===== src/rtl/cpu_bridge_pkg.sv =====
// Shared types and helpers for the CPU-to-pin-bus bridge.
// Holds the transaction state encoding and the beat-count arithmetic.
package cpu_bridge_pkg;

   typedef enum logic [2:0] {
      ST_IDLE,
      ST_ADDR,
      ST_WDATA,
      ST_TURN,
      ST_RDATA,
      ST_DONE
   } state_e;

   // Number of PIN_W-wide beats needed to carry a WIDTH-bit field.
   function automatic int ceil_div(input int num, input int den);
      return (num + den - 1) / den;
   endfunction

endpackage


===== src/rtl/beat_counter.sv =====
// Small loadable up-counter with a terminal-value flag.
// Serves as both the beat index and the read-ack timeout counter.
module beat_counter #(
   parameter int WIDTH = 4
) (
   input  logic             clk,
   input  logic             rst,
   input  logic             load_i,
   input  logic [WIDTH-1:0] load_val_i,
   input  logic             inc_i,
   input  logic [WIDTH-1:0] term_val_i,
   output logic [WIDTH-1:0] count_o,
   output logic             term_o
);

   logic [WIDTH-1:0] count_q;
   logic [WIDTH-1:0] count_d;

   always_comb begin
      count_d = count_q;
      if (load_i) begin
         count_d = load_val_i;
      end else if (inc_i) begin
         count_d = count_q + 1'b1;
      end
   end

   // NOTE: sequential state is updated with non-blocking assignments so every
   // flop samples its inputs from the same pre-edge values.
   always_ff @(posedge clk) begin
      if (rst) begin
         count_q <= '0;
      end else begin
         count_q <= count_d;
      end
   end

   assign count_o = count_q;
   assign term_o  = (count_q == term_val_i);

endmodule


===== src/rtl/cpu_pin_bridge.sv =====
// Serialises a parallel CPU read/write request onto a narrow pin bus:
// address beats, then write-data beats or a turnaround and ack-gated read beats.
module cpu_pin_bridge
   import cpu_bridge_pkg::*;
#(
   parameter int ADDR_W  = 32,
   parameter int DATA_W  = 32,
   parameter int PIN_W   = 8,
   parameter int TIMEOUT = 16
) (
   input  logic              clk,
   input  logic              rst,
   input  logic              req_valid,
   output logic              req_ready,
   input  logic              req_we,
   input  logic [ADDR_W-1:0] req_addr,
   input  logic [DATA_W-1:0] req_wdata,
   output logic              rsp_valid,
   output logic [DATA_W-1:0] rsp_rdata,
   output logic              rsp_err,
   output logic [PIN_W-1:0]  pin_out,
   input  logic [PIN_W-1:0]  pin_in,
   output logic              pin_oe,
   output logic              pin_start,
   output logic              pin_we,
   input  logic              pin_ack
);

   localparam int ABEATS = ceil_div(ADDR_W, PIN_W);
   localparam int DBEATS = ceil_div(DATA_W, PIN_W);
   localparam int MAXB   = (ABEATS > DBEATS) ? ABEATS : DBEATS;
   localparam int BEAT_W = $clog2(MAXB + 1);
   localparam int WAIT_W = $clog2(TIMEOUT + 1);
   localparam int AP_W   = ABEATS * PIN_W;
   localparam int DP_W   = DBEATS * PIN_W;

   state_e            state_q, state_d;
   logic [ADDR_W-1:0] addr_q, addr_d;
   logic [DATA_W-1:0] wdata_q, wdata_d;
   logic [DATA_W-1:0] rdata_q, rdata_d;
   logic              we_q, we_d;
   logic              err_q, err_d;

   logic [BEAT_W-1:0] beat_cnt;
   logic [BEAT_W-1:0] beat_term_val;
   logic              beat_term, beat_load, beat_inc;
   logic              wait_term, wait_load, wait_inc;
   logic [WAIT_W-1:0] wait_cnt_unused;
   int                beat_idx;

   logic [AP_W-1:0]   addr_pad;
   logic [DP_W-1:0]   wdata_pad;

   // Zero-extend so a partial last beat carries zeros above the field width.
   assign addr_pad  = AP_W'(addr_q);
   assign wdata_pad = DP_W'(wdata_q);
   assign beat_idx  = int'(beat_cnt);

   // Both counters restart on every state change; the wait count also restarts per ack.
   assign beat_load = (state_d != state_q);
   assign wait_load = (state_d != state_q) || ((state_q == ST_RDATA) && pin_ack);

   beat_counter #(.WIDTH(BEAT_W)) u_beat_cnt (
      .clk        (clk),
      .rst        (rst),
      .load_i     (beat_load),
      .load_val_i ('0),
      .inc_i      (beat_inc),
      .term_val_i (beat_term_val),
      .count_o    (beat_cnt),
      .term_o     (beat_term)
   );

   beat_counter #(.WIDTH(WAIT_W)) u_wait_cnt (
      .clk        (clk),
      .rst        (rst),
      .load_i     (wait_load),
      .load_val_i ('0),
      .inc_i      (wait_inc),
      .term_val_i (WAIT_W'(TIMEOUT - 1)),
      .count_o    (wait_cnt_unused),
      .term_o     (wait_term)
   );

   // NOTE: every output and next-state variable gets a default before the case
   // so no path leaves a value unassigned, which would infer a latch.
   always_comb begin
      state_d       = state_q;
      addr_d        = addr_q;
      wdata_d       = wdata_q;
      rdata_d       = rdata_q;
      we_d          = we_q;
      err_d         = err_q;
      req_ready     = 1'b0;
      rsp_valid     = 1'b0;
      rsp_rdata     = '0;
      rsp_err       = 1'b0;
      pin_out       = '0;
      pin_oe        = 1'b0;
      pin_start     = 1'b0;
      pin_we        = 1'b0;
      beat_inc      = 1'b0;
      wait_inc      = 1'b0;
      beat_term_val = (state_q == ST_ADDR) ? BEAT_W'(ABEATS - 1) : BEAT_W'(DBEATS - 1);

      case (state_q)
         ST_IDLE: begin
            req_ready = 1'b1;
            if (req_valid) begin
               state_d = ST_ADDR;
               addr_d  = req_addr;
               wdata_d = req_wdata;
               we_d    = req_we;
               rdata_d = '0;
               err_d   = 1'b0;
            end
         end
         ST_ADDR: begin
            pin_oe    = 1'b1;
            pin_we    = we_q;
            pin_start = (beat_cnt == '0);
            pin_out   = addr_pad[beat_idx*PIN_W +: PIN_W];
            beat_inc  = 1'b1;
            if (beat_term) begin
               state_d = we_q ? ST_WDATA : ST_TURN;
            end
         end
         ST_WDATA: begin
            pin_oe   = 1'b1;
            pin_we   = we_q;
            pin_out  = wdata_pad[beat_idx*PIN_W +: PIN_W];
            beat_inc = 1'b1;
            if (beat_term) begin
               state_d = ST_DONE;
            end
         end
         ST_TURN: begin
            pin_we  = we_q;
            state_d = ST_RDATA;
         end
         ST_RDATA: begin
            pin_we = we_q;
            if (pin_ack) begin
               beat_inc = 1'b1;
               // Bits of the final beat beyond DATA_W simply have no destination.
               for (int b = 0; b < DATA_W; b++) begin
                  if (b / PIN_W == beat_idx) begin
                     rdata_d[b] = pin_in[b % PIN_W];
                  end
               end
               if (beat_term) begin
                  state_d = ST_DONE;
               end
            end else if (wait_term) begin
               err_d   = 1'b1;
               state_d = ST_DONE;
            end else begin
               wait_inc = 1'b1;
            end
         end
         ST_DONE: begin
            rsp_valid = 1'b1;
            rsp_err   = err_q;
            rsp_rdata = we_q ? '0 : rdata_q;
            pin_we    = we_q;
            state_d   = ST_IDLE;
         end
         default: begin
            state_d = ST_IDLE;
         end
      endcase
   end

   always_ff @(posedge clk) begin
      if (rst) begin
         state_q <= ST_IDLE;
         addr_q  <= '0;
         wdata_q <= '0;
         rdata_q <= '0;
         we_q    <= 1'b0;
         err_q   <= 1'b0;
      end else begin
         state_q <= state_d;
         addr_q  <= addr_d;
         wdata_q <= wdata_d;
         rdata_q <= rdata_d;
         we_q    <= we_d;
         err_q   <= err_d;
      end
   end

endmodule


===== config.mk =====
export PLATFORM = sky130hd
export DESIGN_NAME = cpu_pin_bridge
export DESIGN_NICKNAME = d
export VERILOG_FILES = /design/src/rtl/cpu_bridge_pkg.sv /design/src/rtl/beat_counter.sv /design/src/rtl/cpu_pin_bridge.sv
export SDC_FILE = /design/constraint.sdc
export NUM_CORES = 1
export LEC_CHECK = 0
export CORE_ASPECT_RATIO = 1.2
export CORE_MARGIN = 3
export CORE_UTILIZATION = 49
export CTS_CLUSTER_DIAMETER = 200
export CTS_CLUSTER_SIZE = 16
export DETAILED_ROUTE_END_ITERATION = 8
export PLACE_DENSITY = 0.8
export SYNTH_ARGS = -nofsm -noshare
export SYNTH_HDL_FRONTEND = slang
export SYNTH_SLANG_ARGS = --single-unit

===== constraint.sdc =====
create_clock -name clk -period 3.13 [get_ports clk]
set_clock_uncertainty 0.1 [all_clocks]
set_input_delay 0.626 -clock clk [delete_from_list [all_inputs] [get_ports clk]]
set_output_delay 0.626 -clock clk [all_outputs]
set_load 0.005 [all_outputs]

# [Word level (Yosys, flattened, before mapping)]
# Cells that the tools add are included.
[classes] add_sub_neg=2 eq_ne=19 n_shift=2 n_mux=60 n_reduce_logical=16
[op_table] op="$mux 32" n=4
[op_table] op="$pmux 32 s2" n=1
[op_table] op="$shiftx 32x7->8" n=2
[op_table] op="$mux 1" n=46
[op_table] op="$logic_not 32->1" n=1
[op_table] op="$reduce_and 4->1" n=5
[op_table] op="$pmux 8 s2" n=1
[op_table] op="$mux 3" n=5
[op_table] op="$pmux 3 s5" n=1
[op_table] op="$ne 2x1->1 const B" n=5
[op_table] op="$eq 3x2->1 const B" n=3
[op_table] op="$eq 3x3->1 const A" n=2
[op_table] op="$eq 3x3->1 const B" n=2
[op_table] op="$logic_not 3->1" n=2
[op_table] op="$ne 2x2->1 const B" n=3
[op_table] op="$reduce_or 2->1" n=3
[op_table] op="$add 5x1->5 const B" n=1
[op_table] op="$eq 5x4->1 const B" n=1
[op_table] op="$reduce_or 5->1" n=1
[op_table] op="$pmux 1 s2" n=2
[op_table] op="$add 3x1->3 const B" n=1
[op_table] op="$eq 2x3->1 const A" n=1
[op_table] op="$eq 3x1->1 const B" n=1
[op_table] op="$ne 3x3->1" n=1
[op_table] op="4 further kinds" n=4
[word_totals] reg_bits=109 inputBits=77 output_inout_bits=46 wordCells=110

# [Logic depth before layout (Yosys ltp)]
[logic_depth] depth_word=7 mapped_depth=8 ltp_nobuf=8

# [By module]
# From an unflattened synthesis, not the netlist that was laid out.
[unflattened] cells_unflattened=598 hier_area_um2=5154.9
[by_module_without_submodules] mod="cpu_pin_bridge" n_inst=1 cells_each=544 area_each_um2=4654.5 seq_area_each_um2=2021.9
[by_module_without_submodules] mod="beat_counter at u_wait_cnt" n_inst=1 cells_each=35 area_each_um2=310.3 seq_area_each_um2=100.1
[by_module_without_submodules] mod="beat_counter at u_beat_cnt" n_inst=1 cells_each=19 area_each_um2=190.2 seq_area_each_um2=60.1

# [Worst setup path after synthesis]
# Ideal clock, no wire load.
[synth_timing] path_kind="reg-to-output" startpoint="register state_q[0]" endpoint="output port pin_out[5]" arrival_time_ns=1.920 required_time_ns=2.404 slack_ns=0.484 stages_incl_launch_ff=6 n_path_buf=2 cell_sequence="dfxtp_1 -> buf_2 -> nor3b_2 -> buf_6 -> mux4_2 -> a22o_1"
[synth_between] elab_chain_cells=2 elab_cells_between_ends=3 cone_classes="eq/ne: 2; mux: 1"
[synth_rtl] element="start: declaration" line="cpu_pin_bridge.sv:37" rtl="state_e state_q, state_d;"
[synth_rtl] element="start signal: assignment" line="cpu_pin_bridge.sv:183" rtl="state_q <= state_d;"
[synth_rtl] element="$eq 3x2->1 or $eq 3x1->1 (tied branches)" line="cpu_pin_bridge.sv:106" rtl="case (state_q)"
[synth_rtl] element="$pmux 8 s2 *" line="cpu_pin_bridge.sv:106"
[synth_rtl] element="end: declaration" line="cpu_pin_bridge.sv:21" rtl="output logic [PIN_W-1:0] pin_out,"
# Every way passes the cells marked *; elsewhere a longest branch is shown, timed or not.

# [Final worst setup path]
[layout_timing] startpoint="register state_q[1]" endpoint="output port pin_out[1]"
# Same word-level chain as after synthesis.

==> impl_results.md <==
* CP max FO at 14
* Worst path max stage delay at 0.52 ns
* Area after DPL at 6250 um^2
* CTS max path bufs at 2
* Pin count of the biggest net entering global routing at 47
* Fmax at 325 MHz
* Startpoint types: flop
* # fillers at 765
* Worst-Skew Late Latency at 0.35 ns
* Post-synth EDFFs at 0
* Leading post-synthesis cells by cell area: dfxtp_1 (44%), nand2_1 (10%), mux2i_1 (7.1%)
* HP Class: reg2reg
* CP bufs+invs at 3
* Final core utilization at 67.8%
* DR pass1 iterations at 4
* Combinational cell fraction of total power at 11.7%
* WHS at 0.355 ns
* First-pass GRT wire length at 20500 um
* Drt drc at 0
* Static leakage at 2.65 nW
* Clock Power Share at 37.6%
* Antenna Cells at 0
* Vias in the first global route at 4231
* Routed WL at 12700 um
* Final instance area at 6580 um^2
* Initial DRC Count at 246
* Net Sw Frac at 24.6%
* Post-detail-place hpwl at 9180 um
* Crit. Startpoint: state_q[1]
* CP required at 2.40 ns
* CTS sink count at 109
* Share of layout cells above drive strength 1 at 8.89%
* Worst r2r path cells at 7
* Tot Pwr at 2.90 mW
* H-Tree Depth at 3
* Synth async-reset ratio at 0%
* Reg-to-Reg Start: u_beat_cnt.count_o[0]
* FF-to-FF setup slack at 0.76 ns
* Final Max Slew Viols at 0
* Post-synth top area cell: dfxtp_1
* Setup ws final at 0.0489 ns
* Final min period at 3.08 ns
* Critical path's most frequent cell: buf_4
* Worst slew pin tran at 0.739 ns
* Clock root cell: clkbuf_16
* Routed Antenna Nets at 0
* Endpoints failing hold at 0
* Peak VDD IR at 0.266 mV
* P&R area growth vs syn at 32.9%
* Initial antenna violation count at 0
* # hold bufs at CTS at 0
* Cell Rows at 39
* Post-synth top flop: dfxtp_1
* Total die area at 11400 um^2
* Global placer's final weighted congestion at 0.796
* Routed vias at 4333
* Commonest non-fill, non-tap cell in the layout: nand2_1
* Total track usage at 22.6%
* CP max stage cell: clkdlybuf4s50_1
* Grt total ovfl at 0
* Worst Path Class, Setup: reg2out
* Vias per inst at 5.43
* Die width at 97.8 um
* DP Worst Slack at 0.390 ns
* Final nets at 755
* Min-delay src: wdata_pad[25]
* # setup viols final at 0
* Average cell area after synthesis at 8.83 um^2
* Sequential Power Share at 50.6%
* Crit path capture type: output pin
* Boundary Pins at 123
* DIE HEIGHT at 116 um
* Yosys synthesis warning count at 0
* Synth top area share at 44.1%
* Top delay family on crit path: buffers and inverters
* Synthesized flop and latch total at 109
* Worst EP arrival at 2.36 ns
* Stages on the worst setup path at 7
* Crit-path cells: buf_4 > or2b_1 > a21o_1 > nor3_1 > buf_4 > a22o_1 > clkdlybuf4s50_1
* Reg clk slew, reported paths at 0.07 ns
* Net Count, Synth at 646
* Port bufs at 122
* Starting Density at 51.0%
* Pint at 2.19 mW
* CTS tree: built
* Maximum capacitance violations at 0
* Switching power at 713 uW
* Worst hold stages at 2
* Crit share post-route at 98.4%
* Max-slew headroom at 50.7%
* Post-Syn Instances at 561
* Pwr/cell area at 441 nW/um^2
* Core Box Area at 9710 um^2
* Most frequent cells in the layout: nand2_1 (138), clkdlybuf4s50_1 (118), dfxtp_1 (109)
* Outcome: finished, final reports clean
* RSZ-0062 raised after global routing: yes
* Post-synthesis sequential area ratio at 44.1%
* CTS buffer count at 9
* Wire length per cell at 15.9 um
* Mapped cell area at 4950 um^2
* Synth unique cells at 42
cells in the mapped netlist, types with 2 or more instances:
master	instances
nor3_2	2
nand2_1	138
dfxtp_1	109
mux4_2	13
inv_1	6
buf_2	14
mux4_1	3
a21oi_4	4
buf_4	3
and2_1	11
a21oi_1	67
ha_1	8
xor2_1	2
clkbuf_1	23
nor2_1	44
o21ai_0	2
nor3_1	8
a22o_1	8
xnor2_1	2
a211oi_1	3
nand2b_1	2
mux2i_1	35
and3_1	35
routing by layer:
layer  vias up  track usage, %  wire, um
met2       163            40.1      6490
li1       2125               -         -
met5         -               0         0
met3        26            3.64       770
met4         0            8.40       282
met1      2019            28.0      5120
final timing paths:
check,endpoint
worst min register to register,wdata_pad[25]
worst max register to register,u_beat_cnt.count_o[2]
worst min-delay path,wdata_pad[25]
worst max-delay path,pin_out[1]
sequential cells by signal (all words and copies together) (netlist names):
register,count
addr_pad,32
rdata_q,32
wdata_pad,32
u_wait_cnt.count_o,5
state_q,3
u_beat_cnt.count_o,3
err_q,1
we_q,1
worst reg2reg max path, cell delays in order, from the launching register on:
cell,delay [ns]
dfxtp_1,0.38
ha_1,0.25
ha_1,0.20
and3_1,0.18
nor4_1,0.42
nand2_1,0.10
a211o_1,0.44
a211oi_1,0.21
layout make-up:
| cell class | instances | area [um^2] | share of cell area [%] |
|---|---|---|---|
| clock buffers | 11 | 243 | 3.69 |
| well taps | 123 | 154 | 2.34 |
| clock inverters | 5 | 43.8 | 0.666 |
| multi-input cells | 404 | 2560 | 38.9 |
| repair buffers | 139 | 1370 | 20.8 |
| flip-flops and latches | 109 | 2180 | 33.2 |
| inverters | 7 | 26.3 | 0.399 |
kinds of logic (layout without fill, tap and decap cells):
kind of cell	Yosys count	in the layout	synth area share [%]
buffers and inverters	48	162	4.37
flip-flops	109	109	44.1
AO/OA/AOI/OAI	88	88	10.8
adder cells (fa/ha/maj)	8	8	2.02
AND/OR/NAND/NOR	253	253	23.5
XOR/XNOR	4	4	0.708
multiplexers	51	51	14.6
per-stage QoR:
stage	cells	setup TNS, ns
finish	798	0
global route	798	-0.00815
CTS	798	0
detailed placement	780	0
global placement	780	0
floorplan	561	0
power groups by stage:
stage | Sequential, mW | Clock [mW] | Combinational (mW)
after floorplan | 1.49 | 0 | 0.188
after CTS | 1.47 | 1.10 | 0.341
after global placement | 1.50 | 0 | 0.330
after detailed placement | 1.50 | 0 | 0.338
final | 1.47 | 1.09 | 0.340
after global routing | 1.47 | 1.16 | 0.374
timing repair:
item	in CTS	in global routing
gates resized for setup	1	8
pin swaps	1	4
endpoints found under the hold margin	0	0
buffers inserted	2	0
endpoints found under the setup margin	1	40
Power figures use the tool's default switching activity.
